$ cat config.mk
export PLATFORM = sky130hd
export DESIGN_NAME = multicycle_control_unit_flat
export DESIGN_NICKNAME = d
export VERILOG_FILES = /design/src/rtl/multicycle_control_unit_if.sv /design/src/rtl/multicycle_control_unit.sv /design/src/flat_wrapper.sv
export SDC_FILE = /design/constraint.sdc
export NUM_CORES = 1
export LEC_CHECK = 0
export CELL_PAD_IN_SITES_DETAIL_PLACEMENT = 0
export CELL_PAD_IN_SITES_GLOBAL_PLACEMENT = 1
export CORE_UTILIZATION = 35
export CTS_CLUSTER_DIAMETER = 120
export DETAILED_ROUTE_END_ITERATION = 7
export PLACE_DENSITY_LB_ADDON = 0.15
export SYNTH_ARGS = -nofsm -noshare
export SYNTH_HDL_FRONTEND = slang
export SYNTH_SLANG_ARGS = --single-unit
$ cat constraint.sdc
create_clock -name Clock -period 2.2 [get_ports Clock]
set_input_delay 0.33 -clock Clock [delete_from_list [all_inputs] [get_ports Clock]]
set_output_delay 0.33 -clock Clock [all_outputs]
set_load 0.01 [all_outputs]
$ cat src/rtl/multicycle_control_unit_if.sv
// Bundles the control unit's opcode/handshake inputs and datapath control outputs.
// The datapath side uses master; the control unit uses slave.
interface multicycle_control_unit_if #(
  parameter int OPW   = 4,
  parameter int CNT_W = 24
);
  logic [OPW-1:0]   Opcode;
  logic             MemReady;
  logic             PCWrite;
  logic             PCWriteCond;
  logic [1:0]       PCSource;
  logic             IorD;
  logic             MemRead;
  logic             MemWrite;
  logic             IRWrite;
  logic             RegDst;
  logic             MemToReg;
  logic             RegWrite;
  logic             ALUSrcA;
  logic [1:0]       ALUSrcB;
  logic [1:0]       ALUOp;
  logic [3:0]       State;
  logic             Halted;
  logic             Fault;
  logic [CNT_W-1:0] Retired;

  modport master (
    output Opcode, MemReady,
    input  PCWrite, PCWriteCond, PCSource, IorD, MemRead, MemWrite, IRWrite,
           RegDst, MemToReg, RegWrite, ALUSrcA, ALUSrcB, ALUOp, State,
           Halted, Fault, Retired
  );

  modport slave (
    input  Opcode, MemReady,
    output PCWrite, PCWriteCond, PCSource, IorD, MemRead, MemWrite, IRWrite,
           RegDst, MemToReg, RegWrite, ALUSrcA, ALUSrcB, ALUOp, State,
           Halted, Fault, Retired
  );
endinterface

$ cat src/rtl/multicycle_control_unit.sv
// Multi-cycle Moore control FSM for the datapath: fetch/decode/execute/memory/writeback,
// memory wait states with timeout, halt/fault sinks and a retired-instruction counter.
module multicycle_control_unit #(
  parameter int          OPW         = 4,
  parameter int          CNT_W       = 24,
  parameter int          MEM_TIMEOUT = 16,
  parameter int unsigned OP_RTYPE    = 0,
  parameter int unsigned OP_ADDI     = 1,
  parameter int unsigned OP_LW       = 2,
  parameter int unsigned OP_SW       = 3,
  parameter int unsigned OP_BEQ      = 4,
  parameter int unsigned OP_J        = 5,
  parameter int unsigned OP_HALT     = 15
) (
  input logic                     Clock,
  input logic                     Reset_n,
  multicycle_control_unit_if.slave bus
);

  typedef enum logic [3:0] {
    S_IDLE     = 4'd0,
    S_FETCH    = 4'd1,
    S_DECODE   = 4'd2,
    S_MEMADDR  = 4'd3,
    S_MEMREAD  = 4'd4,
    S_MEMWB    = 4'd5,
    S_MEMWRITE = 4'd6,
    S_EXEC_R   = 4'd7,
    S_RWB      = 4'd8,
    S_EXEC_I   = 4'd9,
    S_IWB      = 4'd10,
    S_BRANCH   = 4'd11,
    S_JUMP     = 4'd12,
    S_HALT     = 4'd13,
    S_FAULT    = 4'd14
  } state_e;

  localparam logic [7:0] TO_LAST = 8'(MEM_TIMEOUT - 1);

  state_e           state_q, state_d;
  logic [7:0]       wait_q, wait_d;
  logic [CNT_W-1:0] ret_q, ret_d;
  logic             in_wait, timeout, retire;

  assign in_wait = (state_q == S_FETCH) || (state_q == S_MEMREAD) || (state_q == S_MEMWRITE);
  assign timeout = !bus.MemReady && (wait_q == TO_LAST);

  always_ff @(posedge Clock) begin
    if (!Reset_n) begin
      state_q <= S_IDLE;
      wait_q  <= '0;
      ret_q   <= '0;
    end else begin
      state_q <= state_d;
      wait_q  <= wait_d;
      ret_q   <= ret_d;
    end
  end

  always_comb begin
    state_d = state_q;
    unique case (state_q)
      S_IDLE:     state_d = S_FETCH;
      S_FETCH:    if (bus.MemReady) state_d = S_DECODE;
                  else if (timeout) state_d = S_FAULT;
      S_DECODE: begin
        case (bus.Opcode)
          OPW'(OP_LW), OPW'(OP_SW): state_d = S_MEMADDR;
          OPW'(OP_RTYPE):           state_d = S_EXEC_R;
          OPW'(OP_ADDI):            state_d = S_EXEC_I;
          OPW'(OP_BEQ):             state_d = S_BRANCH;
          OPW'(OP_J):               state_d = S_JUMP;
          OPW'(OP_HALT):            state_d = S_HALT;
          default:                  state_d = S_FAULT;
        endcase
      end
      S_MEMADDR:  state_d = (bus.Opcode == OPW'(OP_LW)) ? S_MEMREAD : S_MEMWRITE;
      S_MEMREAD:  if (bus.MemReady) state_d = S_MEMWB;
                  else if (timeout) state_d = S_FAULT;
      S_MEMWRITE: if (bus.MemReady) state_d = S_FETCH;
                  else if (timeout) state_d = S_FAULT;
      S_EXEC_R:   state_d = S_RWB;
      S_EXEC_I:   state_d = S_IWB;
      S_MEMWB, S_RWB, S_IWB, S_BRANCH, S_JUMP: state_d = S_FETCH;
      S_HALT:     state_d = S_HALT;
      S_FAULT:    state_d = S_FAULT;
      default:    state_d = S_FAULT;
    endcase
  end

  // Counting only while staying in the same wait state also covers the clear-on-entry rule.
  always_comb begin
    wait_d = '0;
    if (in_wait && !bus.MemReady && (state_d == state_q)) wait_d = 8'(wait_q + 8'd1);
  end

  always_comb begin
    retire = (state_q == S_MEMWB) || (state_q == S_RWB) || (state_q == S_IWB) ||
             (state_q == S_BRANCH) || (state_q == S_JUMP) ||
             ((state_q == S_MEMWRITE) && bus.MemReady);
    ret_d  = retire ? CNT_W'(ret_q + 1'b1) : ret_q;
  end

  always_comb begin
    bus.PCWrite     = 1'b0;
    bus.PCWriteCond = 1'b0;
    bus.PCSource    = 2'b00;
    bus.IorD        = 1'b0;
    bus.MemRead     = 1'b0;
    bus.MemWrite    = 1'b0;
    bus.IRWrite     = 1'b0;
    bus.RegDst      = 1'b0;
    bus.MemToReg    = 1'b0;
    bus.RegWrite    = 1'b0;
    bus.ALUSrcA     = 1'b0;
    bus.ALUSrcB     = 2'b00;
    bus.ALUOp       = 2'b00;
    bus.Halted      = 1'b0;
    bus.Fault       = 1'b0;
    case (state_q)
      S_FETCH: begin
        bus.MemRead = 1'b1;
        bus.ALUSrcB = 2'b01;
        bus.IRWrite = bus.MemReady;
        bus.PCWrite = bus.MemReady;
      end
      S_DECODE:   bus.ALUSrcB = 2'b11;
      S_MEMADDR: begin
        bus.ALUSrcA = 1'b1;
        bus.ALUSrcB = 2'b10;
      end
      S_MEMREAD: begin
        bus.MemRead = 1'b1;
        bus.IorD    = 1'b1;
      end
      S_MEMWB: begin
        bus.MemToReg = 1'b1;
        bus.RegWrite = 1'b1;
      end
      S_MEMWRITE: begin
        bus.MemWrite = 1'b1;
        bus.IorD     = 1'b1;
      end
      S_EXEC_R: begin
        bus.ALUSrcA = 1'b1;
        bus.ALUOp   = 2'b10;
      end
      S_RWB: begin
        bus.RegDst   = 1'b1;
        bus.RegWrite = 1'b1;
      end
      S_EXEC_I: begin
        bus.ALUSrcA = 1'b1;
        bus.ALUSrcB = 2'b10;
      end
      S_IWB:      bus.RegWrite = 1'b1;
      S_BRANCH: begin
        bus.ALUSrcA     = 1'b1;
        bus.ALUOp       = 2'b01;
        bus.PCWriteCond = 1'b1;
        bus.PCSource    = 2'b01;
      end
      S_JUMP: begin
        bus.PCWrite  = 1'b1;
        bus.PCSource = 2'b10;
      end
      S_HALT:     bus.Halted = 1'b1;
      S_FAULT:    bus.Fault  = 1'b1;
      default: ;
    endcase
  end

  assign bus.State   = state_q;
  assign bus.Retired = ret_q;

endmodule

$ cat src/flat_wrapper.sv
// flat-port wrapper written by rule: the top's interface ports become plain ports
module multicycle_control_unit_flat 
#(
  parameter int          OPW         = 4,
  parameter int          CNT_W       = 24,
  parameter int          MEM_TIMEOUT = 16,
  parameter int unsigned OP_RTYPE    = 0,
  parameter int unsigned OP_ADDI     = 1,
  parameter int unsigned OP_LW       = 2,
  parameter int unsigned OP_SW       = 3,
  parameter int unsigned OP_BEQ      = 4,
  parameter int unsigned OP_J        = 5,
  parameter int unsigned OP_HALT     = 15
)
  (Clock, Reset_n, bus_Opcode, bus_MemReady, bus_PCWrite, bus_PCWriteCond, bus_PCSource, bus_IorD, bus_MemRead, bus_MemWrite, bus_IRWrite, bus_RegDst, bus_MemToReg, bus_RegWrite, bus_ALUSrcA, bus_ALUSrcB, bus_ALUOp, bus_State, bus_Halted, bus_Fault, bus_Retired);
  multicycle_control_unit_if #(.OPW(OPW), .CNT_W(CNT_W)) bus_i ();
  input logic Clock;
  input logic Reset_n;
  input wire logic [$bits(bus_i.Opcode)-1:0] bus_Opcode;
  input wire logic [$bits(bus_i.MemReady)-1:0] bus_MemReady;
  output wire logic [$bits(bus_i.PCWrite)-1:0] bus_PCWrite;
  output wire logic [$bits(bus_i.PCWriteCond)-1:0] bus_PCWriteCond;
  output wire logic [$bits(bus_i.PCSource)-1:0] bus_PCSource;
  output wire logic [$bits(bus_i.IorD)-1:0] bus_IorD;
  output wire logic [$bits(bus_i.MemRead)-1:0] bus_MemRead;
  output wire logic [$bits(bus_i.MemWrite)-1:0] bus_MemWrite;
  output wire logic [$bits(bus_i.IRWrite)-1:0] bus_IRWrite;
  output wire logic [$bits(bus_i.RegDst)-1:0] bus_RegDst;
  output wire logic [$bits(bus_i.MemToReg)-1:0] bus_MemToReg;
  output wire logic [$bits(bus_i.RegWrite)-1:0] bus_RegWrite;
  output wire logic [$bits(bus_i.ALUSrcA)-1:0] bus_ALUSrcA;
  output wire logic [$bits(bus_i.ALUSrcB)-1:0] bus_ALUSrcB;
  output wire logic [$bits(bus_i.ALUOp)-1:0] bus_ALUOp;
  output wire logic [$bits(bus_i.State)-1:0] bus_State;
  output wire logic [$bits(bus_i.Halted)-1:0] bus_Halted;
  output wire logic [$bits(bus_i.Fault)-1:0] bus_Fault;
  output wire logic [$bits(bus_i.Retired)-1:0] bus_Retired;
  assign bus_i.Opcode = bus_Opcode;
  assign bus_i.MemReady = bus_MemReady;
  assign bus_PCWrite = bus_i.PCWrite;
  assign bus_PCWriteCond = bus_i.PCWriteCond;
  assign bus_PCSource = bus_i.PCSource;
  assign bus_IorD = bus_i.IorD;
  assign bus_MemRead = bus_i.MemRead;
  assign bus_MemWrite = bus_i.MemWrite;
  assign bus_IRWrite = bus_i.IRWrite;
  assign bus_RegDst = bus_i.RegDst;
  assign bus_MemToReg = bus_i.MemToReg;
  assign bus_RegWrite = bus_i.RegWrite;
  assign bus_ALUSrcA = bus_i.ALUSrcA;
  assign bus_ALUSrcB = bus_i.ALUSrcB;
  assign bus_ALUOp = bus_i.ALUOp;
  assign bus_State = bus_i.State;
  assign bus_Halted = bus_i.Halted;
  assign bus_Fault = bus_i.Fault;
  assign bus_Retired = bus_i.Retired;
  multicycle_control_unit #(.OPW(OPW), .CNT_W(CNT_W), .MEM_TIMEOUT(MEM_TIMEOUT), .OP_RTYPE(OP_RTYPE), .OP_ADDI(OP_ADDI), .OP_LW(OP_LW), .OP_SW(OP_SW), .OP_BEQ(OP_BEQ), .OP_J(OP_J), .OP_HALT(OP_HALT)) u_core (.Clock(Clock), .Reset_n(Reset_n), .bus(bus_i));
endmodule
==> out/results.tsv <==
stage	metric	value	unit
floorplanning	Initial Util	36.7	%
sta	clk_skew	5.52	ps
floorplanning	Die Footprint	6110	µm²
sta	maximum clock rate	466	MHz
sta	Worst Tran Pin Value	409	ps
critical_path	Setup crit end kind	primary output	
global_route	initial antenna violation count	0	
logic_synthesis	cell taking the most area after synthesis	dfxtp_1	
layout	fin nets	329	
layout	Layout area overhead	37.4	%
logic_synthesis	syn avg cell area	7.82	µm²
global_route	first-pass GRT wire length	9030	µm
logic_synthesis	Mapped Area	2030	µm²
cts	number of buffers created by CTS	5	
place	placed wire-length estimate	3700	µm
layout	Filler cells	563	
sta	RSZ-0062 raised after global routing	no	
cts	clock slew at reported path FFs	70	ps
floorplanning	CORE AREA	5540	µm²
run	number of max-cap violations	0	
detailed_routing	DRT iter0 DRCs	127	
logic_synthesis	Most used DFF post-synth	dfxtp_1	
cts	Longest Clk Path Bufs	2	
global_route	grt total ovfl	0	
layout	share of layout cells above drive strength 1	10.3	%
logic_synthesis	Syn Nets	269	
logic_synthesis	top cells by area, synth	dfxtp_1 35%, xnor2_1 9.1%, nor2_1 8.7%	
logic_synthesis	Synth Area in XOR/XNOR	11.2	%
cts	H-tree levels	2	
place	I/O Buffers	52	
outcome	status	finished, final reports clean	
sta	# setup viols final	0	
critical_path	CP max FO	6	
logic_synthesis	Syn Inst Count	260	
cts	clk root buf	clkbuf_8	
detailed_routing	DRT Wirelength	5080	µm
sta	final worst setup slack	55.9	ps
global_route	number of global-route vias before repair	1886	
logic_synthesis	yosys warns	0	
place	placed cell areas	2700	µm²
logic_synthesis	count of state elements after synthesis	36	
global_route	Global Route Usage Sum	18.2	%
logic_synthesis	sequential fraction of the synthesis area	35.5	%
cts	clock latency on the worst-skew pair	280	ps
cts	CTS sink count	36	
logic_synthesis	Yosys cell types	44	
layout	final instance area	2790	µm²
logic_synthesis	largest family of logic cells by synthesized area	simple AND/OR/NAND/NOR gates	
critical_path	slowest CP cell	clkdlybuf4s50_1	
power	Pwr Density	798	nW/µm²
power	Clk pwr share	20.2	%
cts	CTS tree	yes	
logic_synthesis	Async SR Flop Fraction	0	%
floorplanning	chip width	78.2	µm
critical_path	Startpoint Class	primary input	
sta	Final Max Slew Viols	0	
critical_path	CP peak stage delay	470	ps
sta	Final TNS setup	0	ps
logic_synthesis	Commonest cells post-synth	47 x nor2_1, 36 x dfxtp_1, 21 x xnor2_1	
layout	diodes inserted	0	
logic_synthesis	compound-cell area share of the yosys netlist	11.7	%
critical_path	crit path DAT	1810	ps
floorplanning	Ports	53	
floorplanning	num rows	27	
critical_path	critical path type	primary input to primary output	
power	Switch Pwr	0.836	mW
critical_path	buffer and inverter count on the worst path	3	
detailed_routing	antenna viol nets, final	0	
power	sequential power share	34.8	%
detailed_routing	drt drc	0	
power	maximum VDD drop	0.400	mV
logic_synthesis	adder-cell share of the synthesized area	1.23	%
logic_synthesis	Synth top area share	35.5	%
sta	final period utilization	97.5	%
detailed_routing	detailed-route via count	2042	
power	Comb power frac	45.0	%
sta	slew margin rel.	72.5	%
critical_path	Crit path required time	1870	ps
critical_path	CP top delay family	buffers and inverters	
cts	CTS Hold Bufs	0	
logic_synthesis	mux cell area share after synthesis	1.05	%
detailed_routing	first-pass detailed-route iteration total	4	
place	Placement Setup Slack	-8.30	ps
logic_synthesis	post-synthesis simple-gate area fraction	33.9	%
sta	Final Hold Viols	0	
place	Routability Congestion	0.840	
critical_path	most frequent CP cell	clkdlybuf4s50_1	
logic_synthesis	EDFF count, synth	0	
sta	minimum clock period	2140	ps
detailed_routing	Avg WL per Cell	13.0	µm
global_route	largest net degree at the start of global routing	20	
critical_path	critical-path cell list	clkdlybuf4s50_1 > buf_4 > and3_1 > or2_2 > clkdlybuf4s50_1	
floorplanning	Die Ht	78.2	µm
power	switching share of total power	37.5	%
detailed_routing	DR vias/cell	5.21	
power	Leakage	0.932	nW
logic_synthesis	most frequent cell after synthesis	nor2_1	
power	Internal	1.39	mW
worst_hold_path	Hold Path Class	register to register	
-- metal layers --
metal  vias up  global-route usage (%)  wire length (µm)
li1       1045                       -                 -
met1       942                    27.0              2690
met2        51                    26.7              2130
met3         4                    3.49               221
met4         0                    4.44                36
met5         -                       0                 0
-- worst register-to-register path, cell delays in order, from the launching register on --
cell	delay, ps
dfxtp_2	380
nand4bb_1	220
and3_1	220
or4_4	540
or3_1	310
a21oi_1	140
-- state kept, by name, summed over array words and instances, names as in the netlist --
| signal | flops |
|---|---|
| u_core.bus.State | 4 |
| u_core.bus.Retired | 24 |
| u_core.wait_q | 8 |
-- power groups by stage --
stage          Combinational, mW  Clock [mW]  Sequential [mW]
2_1_floorplan              0.572           0            0.764
4_1_cts                     1.00       0.468            0.767
3_3_place_gp                1.00           0            0.780
3_5_place_dp                1.00           0            0.779
5_1_grt                     1.11       0.500            0.787
6_report                    1.00       0.451            0.775
-- final timing paths --
path | start | to | slack [ps] | cells after the start
worst max register to register | u_core.bus.State[3] | u_core.bus.Retired[17] | 330 | 5
worst min register to register | u_core.wait_q[0] | u_core.wait_q[0] | 450 | 1
worst max-delay path | bus_MemReady | bus_PCWrite | 60 | 5
worst min-delay path | u_core.wait_q[0] | u_core.wait_q[0] | 450 | 1
-- timing repair --
| item | 4_1_cts | 5_1_grt |
|---|---|---|
| setup buffers | 0 | 0 |
| resized for setup | 2 | 6 |
| cloned | 0 | 0 |
| setup endpoints to repair | 7 | 11 |
-- area by class of cell --
class | instances | area [µm²] | area share [%]
clock buffer | 6 | 72.6 | 2.60
clock inverter | 1 | 5.00 | 0.179
inverter | 9 | 33.8 | 1.21
multi-input combinational | 199 | 1200 | 43.1
sequential | 36 | 728 | 26.1
tap | 72 | 90.1 | 3.23
timing repair buffer | 69 | 658 | 23.6
-- layout by cell type (no fill, tap or decap), drive strengths merged, types with 3 or more instances in the layout --
master and n:
clkdlybuf4s50 51, nor2 47, dfxtp 36, xnor2 21, buf 17, nand2 14, nand3 13, nor4 12
o21ai 10, nand4 10, nor3 8, inv 8, a21oi 7, nand2b 6, clkbuf 6, nor4b 5
xor2 5, and3 4, and4 4, or3 3, a211oi 3
-- through the flow --
step / power, mW / cells / hold WS, ps / utilization (%)
2_1_floorplan: 1.34 / 260 / 418 / -
3_3_place_gp: 1.78 / 385 / 430 / 48.7
3_5_place_dp: 1.78 / 385 / 441 / 48.7
4_1_cts: 2.24 / 392 / 455 / 50.1
5_1_grt: 2.40 / 392 / 470 / 50.4
6_report: 2.23 / 392 / 453 / 50.4
-- logic make-up (layout without fill, tap and decap cells) --
family,Yosys count,after routing
AOI/OAI and AO/OA,36,36
buffers and inverters,25,85
DFF,36,36
xor gates and xnor gates,26,26
muxes,2,2
adders and majority gates,2,2
and+or+nand+nor,133,133
Power figures use the tool's default switching activity.
